**config.mk**
```make
export PLATFORM = sky130hd
export DESIGN_NAME = approx_mult_pipe
export DESIGN_NICKNAME = d
export VERILOG_FILES = /design/src/rtl/approx_mult_pipe.sv
export SDC_FILE = /design/constraint.sdc
export NUM_CORES = 1
export LEC_CHECK = 0
export CAP_MARGIN = 20
export CORE_ASPECT_RATIO = 1.1
export CORE_UTILIZATION = 65
export DETAILED_ROUTE_END_ITERATION = 8
export DONT_BUFFER_PORTS = 1
export PLACE_DENSITY = 0.84
export SETUP_SLACK_MARGIN = 0.3
export SLEW_MARGIN = 20
export SYNTH_ARGS = -nofsm -noshare
export SYNTH_HDL_FRONTEND = slang
export SYNTH_SLANG_ARGS = --single-unit
export TNS_END_PERCENT = 50
```
**constraint.sdc**
```tcl
create_clock -name clk -period 15.07 [get_ports clk]
set_clock_uncertainty 0.15 [all_clocks]
set_input_delay 3.014 -clock clk [delete_from_list [all_inputs] [get_ports clk]]
set_output_delay 3.014 -clock clk [all_outputs]
set_load 0.02 [all_outputs]
```
**src/rtl/approx_mult_pipe.sv**
```systemverilog
// approx_mult_pipe: three-stage pipelined split-recursive multiplier with a
// per-transaction choice between exact and lower-part-OR (LOA) summation.
// Operands are split at SPLIT into high/low halves; four partial products are
// combined through two adders that OR their low APPROX_BITS bits when
// approximate mode is selected.
// Ports:
//   clk, rst_n              clock, synchronous active-low reset
//   in_valid/in_ready       input handshake (in_ready is combinational)
//   in_a, in_b              operands (WIDTH bits)
//   in_mode                 0 = exact, 1 = approximate
//   in_tag                  sideband tag carried with the product
//   out_valid/out_ready     output handshake
//   out_p                   product (2*WIDTH bits)
//   out_tag, out_mode       tag and mode of the product
//   occupancy               number of occupied pipeline stages (0..3)
module approx_mult_pipe #(
  parameter int unsigned WIDTH       = 16,
  parameter int unsigned SPLIT       = 6,
  parameter int unsigned APPROX_BITS = 4,
  parameter int unsigned TAG_W       = 4
) (
  input  logic                 clk,
  input  logic                 rst_n,
  input  logic                 in_valid,
  output logic                 in_ready,
  input  logic [WIDTH-1:0]     in_a,
  input  logic [WIDTH-1:0]     in_b,
  input  logic                 in_mode,
  input  logic [TAG_W-1:0]     in_tag,
  output logic                 out_valid,
  input  logic                 out_ready,
  output logic [2*WIDTH-1:0]   out_p,
  output logic [TAG_W-1:0]     out_tag,
  output logic                 out_mode,
  output logic [1:0]           occupancy
);

  localparam int unsigned H   = WIDTH - SPLIT;
  localparam int unsigned XW  = WIDTH + 1;
  localparam int unsigned OPW = 2*WIDTH - SPLIT;

  // Stage 1 registers
  logic                 s1_v;
  logic [2*H-1:0]       s1_p1;
  logic [WIDTH-1:0]     s1_p2;
  logic [WIDTH-1:0]     s1_p3;
  logic [2*SPLIT-1:0]   s1_p4;
  logic                 s1_mode;
  logic [TAG_W-1:0]     s1_tag;

  // Stage 2 registers
  logic                 s2_v;
  logic [XW-1:0]        s2_x;
  logic [OPW-1:0]       s2_op1;
  logic [SPLIT-1:0]     s2_lo;
  logic                 s2_mode;
  logic [TAG_W-1:0]     s2_tag;

  // Handshake: a stage moves forward when its successor is empty or moving
  logic s2_adv_c;
  logic s1_adv_c;
  assign s2_adv_c = !out_valid || out_ready;
  assign s1_adv_c = !s2_v || s2_adv_c;
  assign in_ready = !s1_v || s1_adv_c;

  logic s1_v_n, s2_v_n, s3_v_n;
  assign s1_v_n = in_ready ? in_valid : s1_v;
  assign s2_v_n = s1_adv_c ? s1_v : s2_v;
  assign s3_v_n = s2_adv_c ? s2_v : out_valid;

  // Partial products from the operand halves
  logic [H-1:0]       ah_c, bh_c;
  logic [SPLIT-1:0]   al_c, bl_c;
  logic [2*H-1:0]     p1_c;
  logic [WIDTH-1:0]   p2_c, p3_c;
  logic [2*SPLIT-1:0] p4_c;
  assign ah_c = in_a[WIDTH-1:SPLIT];
  assign al_c = in_a[SPLIT-1:0];
  assign bh_c = in_b[WIDTH-1:SPLIT];
  assign bl_c = in_b[SPLIT-1:0];
  assign p1_c = (2*H)'(ah_c) * (2*H)'(bh_c);
  assign p2_c = WIDTH'(ah_c) * WIDTH'(bl_c);
  assign p3_c = WIDTH'(al_c) * WIDTH'(bh_c);
  assign p4_c = (2*SPLIT)'(al_c) * (2*SPLIT)'(bl_c);

  // Exact sums for both adders
  logic [XW-1:0]  x_exact_c, x_loa_c, x_c;
  logic [OPW-1:0] x_ext_c, f_exact_c, f_loa_c, f_c;
  assign x_exact_c = XW'(s1_p2) + XW'(s1_p3);
  assign x_ext_c   = OPW'(s2_x);
  assign f_exact_c = s2_op1 + x_ext_c;

  // LOA variants: OR the low bits, carry in from the AND of their top bits
  if (APPROX_BITS > 0) begin : g_loa
    localparam int unsigned K = APPROX_BITS;
    assign x_loa_c = {(XW-K)'(XW'(s1_p2[WIDTH-1:K]) + XW'(s1_p3[WIDTH-1:K])
                              + XW'(s1_p2[K-1] & s1_p3[K-1])),
                      s1_p2[K-1:0] | s1_p3[K-1:0]};
    assign f_loa_c = {(OPW-K)'(s2_op1[OPW-1:K] + x_ext_c[OPW-1:K]
                               + (OPW-K)'(s2_op1[K-1] & x_ext_c[K-1])),
                      s2_op1[K-1:0] | x_ext_c[K-1:0]};
  end else begin : g_exact
    assign x_loa_c = x_exact_c;
    assign f_loa_c = f_exact_c;
  end

  assign x_c = s1_mode ? x_loa_c : x_exact_c;
  assign f_c = s2_mode ? f_loa_c : f_exact_c;

  // Pipeline registers; data only loads when a valid transaction moves in
  always_ff @(posedge clk) begin
    if (!rst_n) begin
      s1_v      <= 1'b0;
      s1_p1     <= '0;
      s1_p2     <= '0;
      s1_p3     <= '0;
      s1_p4     <= '0;
      s1_mode   <= 1'b0;
      s1_tag    <= '0;
      s2_v      <= 1'b0;
      s2_x      <= '0;
      s2_op1    <= '0;
      s2_lo     <= '0;
      s2_mode   <= 1'b0;
      s2_tag    <= '0;
      out_valid <= 1'b0;
      out_p     <= '0;
      out_tag   <= '0;
      out_mode  <= 1'b0;
      occupancy <= 2'd0;
    end else begin
      s1_v      <= s1_v_n;
      s2_v      <= s2_v_n;
      out_valid <= s3_v_n;
      occupancy <= 2'(s1_v_n) + 2'(s2_v_n) + 2'(s3_v_n);
      if (in_valid && in_ready) begin
        s1_p1   <= p1_c;
        s1_p2   <= p2_c;
        s1_p3   <= p3_c;
        s1_p4   <= p4_c;
        s1_mode <= in_mode;
        s1_tag  <= in_tag;
      end
      if (s1_v && s1_adv_c) begin
        s2_x    <= x_c;
        s2_op1  <= {s1_p1, s1_p4[2*SPLIT-1:SPLIT]};
        s2_lo   <= s1_p4[SPLIT-1:0];
        s2_mode <= s1_mode;
        s2_tag  <= s1_tag;
      end
      if (s2_v && s2_adv_c) begin
        out_p    <= {f_c, s2_lo};
        out_tag  <= s2_tag;
        out_mode <= s2_mode;
      end
    end
  end

endmodule

```
==> flow_metrics.py <==
metrics = {
    "cts": {
        "cts.path.max_buffers": 2,
        "cts_hold_buf": 0,
        "cts_setup_buffers": 0,
        "cts_tree": "yes",
        "clock_latency_ns": 0.43,
        "clk_pin_slew_ns": 0.07,
        "cts_resized": 0,
        "htree_levels": 4,
        "cts_buffers": 17,
        "cts.sink_count": 165,
        "cts_root_buf": "clkbuf_16",
    },
    "synth": {
        "synthAdderAreaFrac_pct": 32.7,
        "synth-compound-area-share_pct": 13.7,
        "synth_cell_types": 73,
        "synth_ff_type": "dfxtp_1",
        "ys_ff_latch": 165,
        "synthCells": 1881,
        "yosys.area_share.simple_pct": 21.4,
        "muxShareOfSynthArea_pct": 0.643,
        "synth-edff-count": 0,
        "synth_top_family_by_area": "adder cells",
        "synth-xor-area-share_pct": 2.87,
        "yosysSeqAreaShare_pct": 21.2,
        "synth_nets": 2238,
        "syn_avg_cell_area_sq_um": 8.27,
        "syn_area_sq_um": 15600,
        "synthArstFlopShare_pct": 0,
        "ys_warn_count": 0,
    },
    "placed_design": {
        "place_hpwl_um": 26700,
        "port_buffers": 0,
        "dpl-instance-area_sq_um": 15600,
        "gp_congestion": 0.900,
    },
    "global_route": {
        "grt_remaining_overflow": 0,
        "grt_usage_pct": 29.3,
        "grt_max_degree": 92,
        "grt_pass1_wl_um": 57400,
        "antenna_found_initial": 0,
        "grt_pass1_vias": 11900,
    },
    "sta": {
        "slew_violations": 0,
        "fin_crit_sh_pct": 50.7,
        "worst_pin_slew_ns": 1.05,
        "fin_tns_setup_ns": 0,
        "slew_headroom_pct": 29.3,
        "final_hold_viol_count": 0,
        "setup_viol": 0,
        "rsz0062_at_grt": "no",
        "max_freq_mhz": 131,
        "min_period_ns": 7.64,
    },
    "setup_path": {
        "crit_fanout": 16,
        "startpoint_type": "input pin",
        "crit_required_ns": 15.26,
        "endpoint_kind": "register",
        "crit_type": "in2reg",
        "cp_data_arrival_time_ns": 7.83,
        "startpoint": "in_b[15]",
        "reg2reg_from": "s2_op1[0]$_SDFFE_PN0P_",
    },
    "min_path": {
        "worstHoldStart": "s1_p1[3]$_SDFFE_PN0P_",
        "worstHoldPathType": "reg2reg",
    },
    "power_and_ir_drop": {
        "peakVddDrop_v": 0.000104,
        "power.density_nw_per_um2": 120,
        "power.leakage_uw": 0.00744,
    },
    "job": {
        "maxCapViolations": 0,
    },
    "layout": {
        "insertedDiodeCount": 0,
        "stdcell_area_sq_um": 16200,
        "area_growth_pct": 3.96,
        "drive_gt1_share_pct": 3.18,
        "layout.nets": 2167,
    },
    "route": {
        "firstDrtPassIters": 5,
        "wl_per_cell_um": 16.5,
        "dr.first_iter.drc_count": 808,
        "num_vias": 12400,
        "wl_um": 35100,
        "postRouteAntennaNets": 0,
        "vias_per_cell": 5.83,
        "drc": 0,
    },
    "die": {
        "die_w_um": 150,
        "initial_utilization_pct": 66.1,
        "io_pins": 82,
        "die_h_um": 164,
        "placementRows": 59,
        "core_sq_um": 23500,
        "dieArea_sq_um": 24600,
    },
    "status": {
        "outcome": "finished clean",
    },
}
[critical path, stage by stage]
cell and delay [ns]:
nand2_1 0.06, fa_1 0.51, fa_1 0.54, inv_1 0.06
fa_1 0.51, fa_1 0.54, inv_1 0.06, fa_1 0.53
inv_1 0.04, ha_1 0.25, or4_1 0.56, o22ai_1 0.27
o22ai_1 0.18, o41ai_1 0.37, xor2_1 0.11, a211oi_1 0.23
[path summary, 6_finish.rpt]
check                                 to  slack [ns]  cells past startpoint
setup reg to reg  out_p[30]$_SDFFE_PN0P_       12.05                     10
hold / removal    s2_op1[9]$_SDFFE_PN0P_        0.30                      2
setup / recovery  s1_p1[18]$_SDFFE_PN0P_        7.43                     16
hold reg to reg   s2_op1[9]$_SDFFE_PN0P_        0.30                      2
[placed cells by master (no fill, tap or decap), types with 29 or more instances in the layout]
cell type  netlist  layout
nor2_1          55      55
fa_1           152     152
ha_1           164     164
nand2_1        379     377
a21oi_1        152     152
inv_1          195     194
nand3_1         42      42
dfxtp_1        165     165
xnor2_1         29      29
and2_1         121     119
o21ai_0         53      53
[cell families (layout without fill, tap and decap cells)]
kind of cell	after synthesis	count (layout)
mux	10	10
buf+inv	290	232
fa+ha+maj	316	316
compound gates	347	347
flops	165	165
simple gates	702	702
xor+xnor	51	51
[cells in the mapped netlist (4+ instances only)]
master / number / area share [%]
a211oi_1: 22 / 1.1
a21o_1: 20 / 0.96
a21oi_1: 152 / 4.9
a31oi_1: 13 / 0.52
and2_1: 121 / 4.9
and3_1: 6 / 0.24
and4_1: 5 / 0.28
buf_1: 7 / 0.17
clkbuf_1: 79 / 1.9
clkbuf_8: 6 / 0.53
dfxtp_1: 165 / 21
fa_1: 152 / 20
ha_1: 164 / 13
inv_1: 195 / 4.7
mux2i_1: 10 / 0.64
nand2_1: 379 / 9.1
nand2b_1: 9 / 0.36
nand3_1: 42 / 1.4
nand3b_1: 5 / 0.24
nand4_1: 15 / 0.60
nand4b_1: 7 / 0.39
nor2_1: 55 / 1.3
nor2b_1: 11 / 0.44
nor3_1: 14 / 0.45
nor4_1: 4 / 0.16
o211ai_1: 10 / 0.48
o21a_1: 9 / 0.43
o21ai_0: 53 / 1.7
o21ai_1: 12 / 0.39
o21bai_1: 6 / 0.29
o22ai_1: 7 / 0.28
o31ai_1: 9 / 0.43
o41ai_1: 4 / 0.23
or3_1: 11 / 0.44
or4_1: 8 / 0.39
xnor2_1: 29 / 1.6
xor2_1: 22 / 1.2
[report_power, final]
part / total, uW / switching (uW) / internal (uW)
Combinational: 982 / 566 / 416
Clock: 432 / 207 / 225
Sequential: 532 / 41.7 / 490
Total: 1950 / 815 / 1130
[layer usage]
metal  wire, um  share of wire, %  up-vias  global-route usage, %
met4        745               2.1        0                   9.32
met1      15800                45     5927                   38.6
li1           -                 -     6065                      -
met5          0                 0        -                      0
met2      16600                47      352                   48.8
met3       1920               5.5       58                   4.72
[stage by stage]
| step | util, % | setup slack (ns) | hold WS, ns | total power (uW) | cells |
|---|---|---|---|---|---|
| 2_1_floorplan | - | 7.10 | 0.282 | 1310 | 1881 |
| 3_3_place_gp | 66.1 | 7.16 | 0.289 | 1480 | 2096 |
| 3_5_place_dp | 66.1 | 7.03 | 0.295 | 1510 | 2096 |
| 4_1_cts | 68.7 | 7.48 | 0.301 | 1950 | 2128 |
| 5_1_grt | 68.7 | 7.29 | 0.319 | 2110 | 2128 |
| 6_report | 68.7 | 7.43 | 0.304 | 1950 | 2128 |
[registers in the layout, summed over array words and instances, names as in the netlist]
signal	cells
out_tag	4
s2_lo	6
s1_v	1
s2_v	1
out_valid	1
s1_p3	16
out_mode	1
s1_p4	12
s1_p1	20
s1_tag	4
s2_tag	4
out_p	32
s2_op1	26
s2_x	17
occupancy	2
s2_mode	1
s1_p2	16
s1_mode	1
[final cells by class]
type | count | area (sq um)
clock buffer | 17 | 425
clock inverter | 15 | 180
fill | 1823 | 7370
inverter | 195 | 734
multi-input combinational | 1426 | 11100
sequential | 165 | 3300
tap | 305 | 382
timing repair buffer | 5 | 37.5
Note: power is estimated with default switching activity, not from simulation.
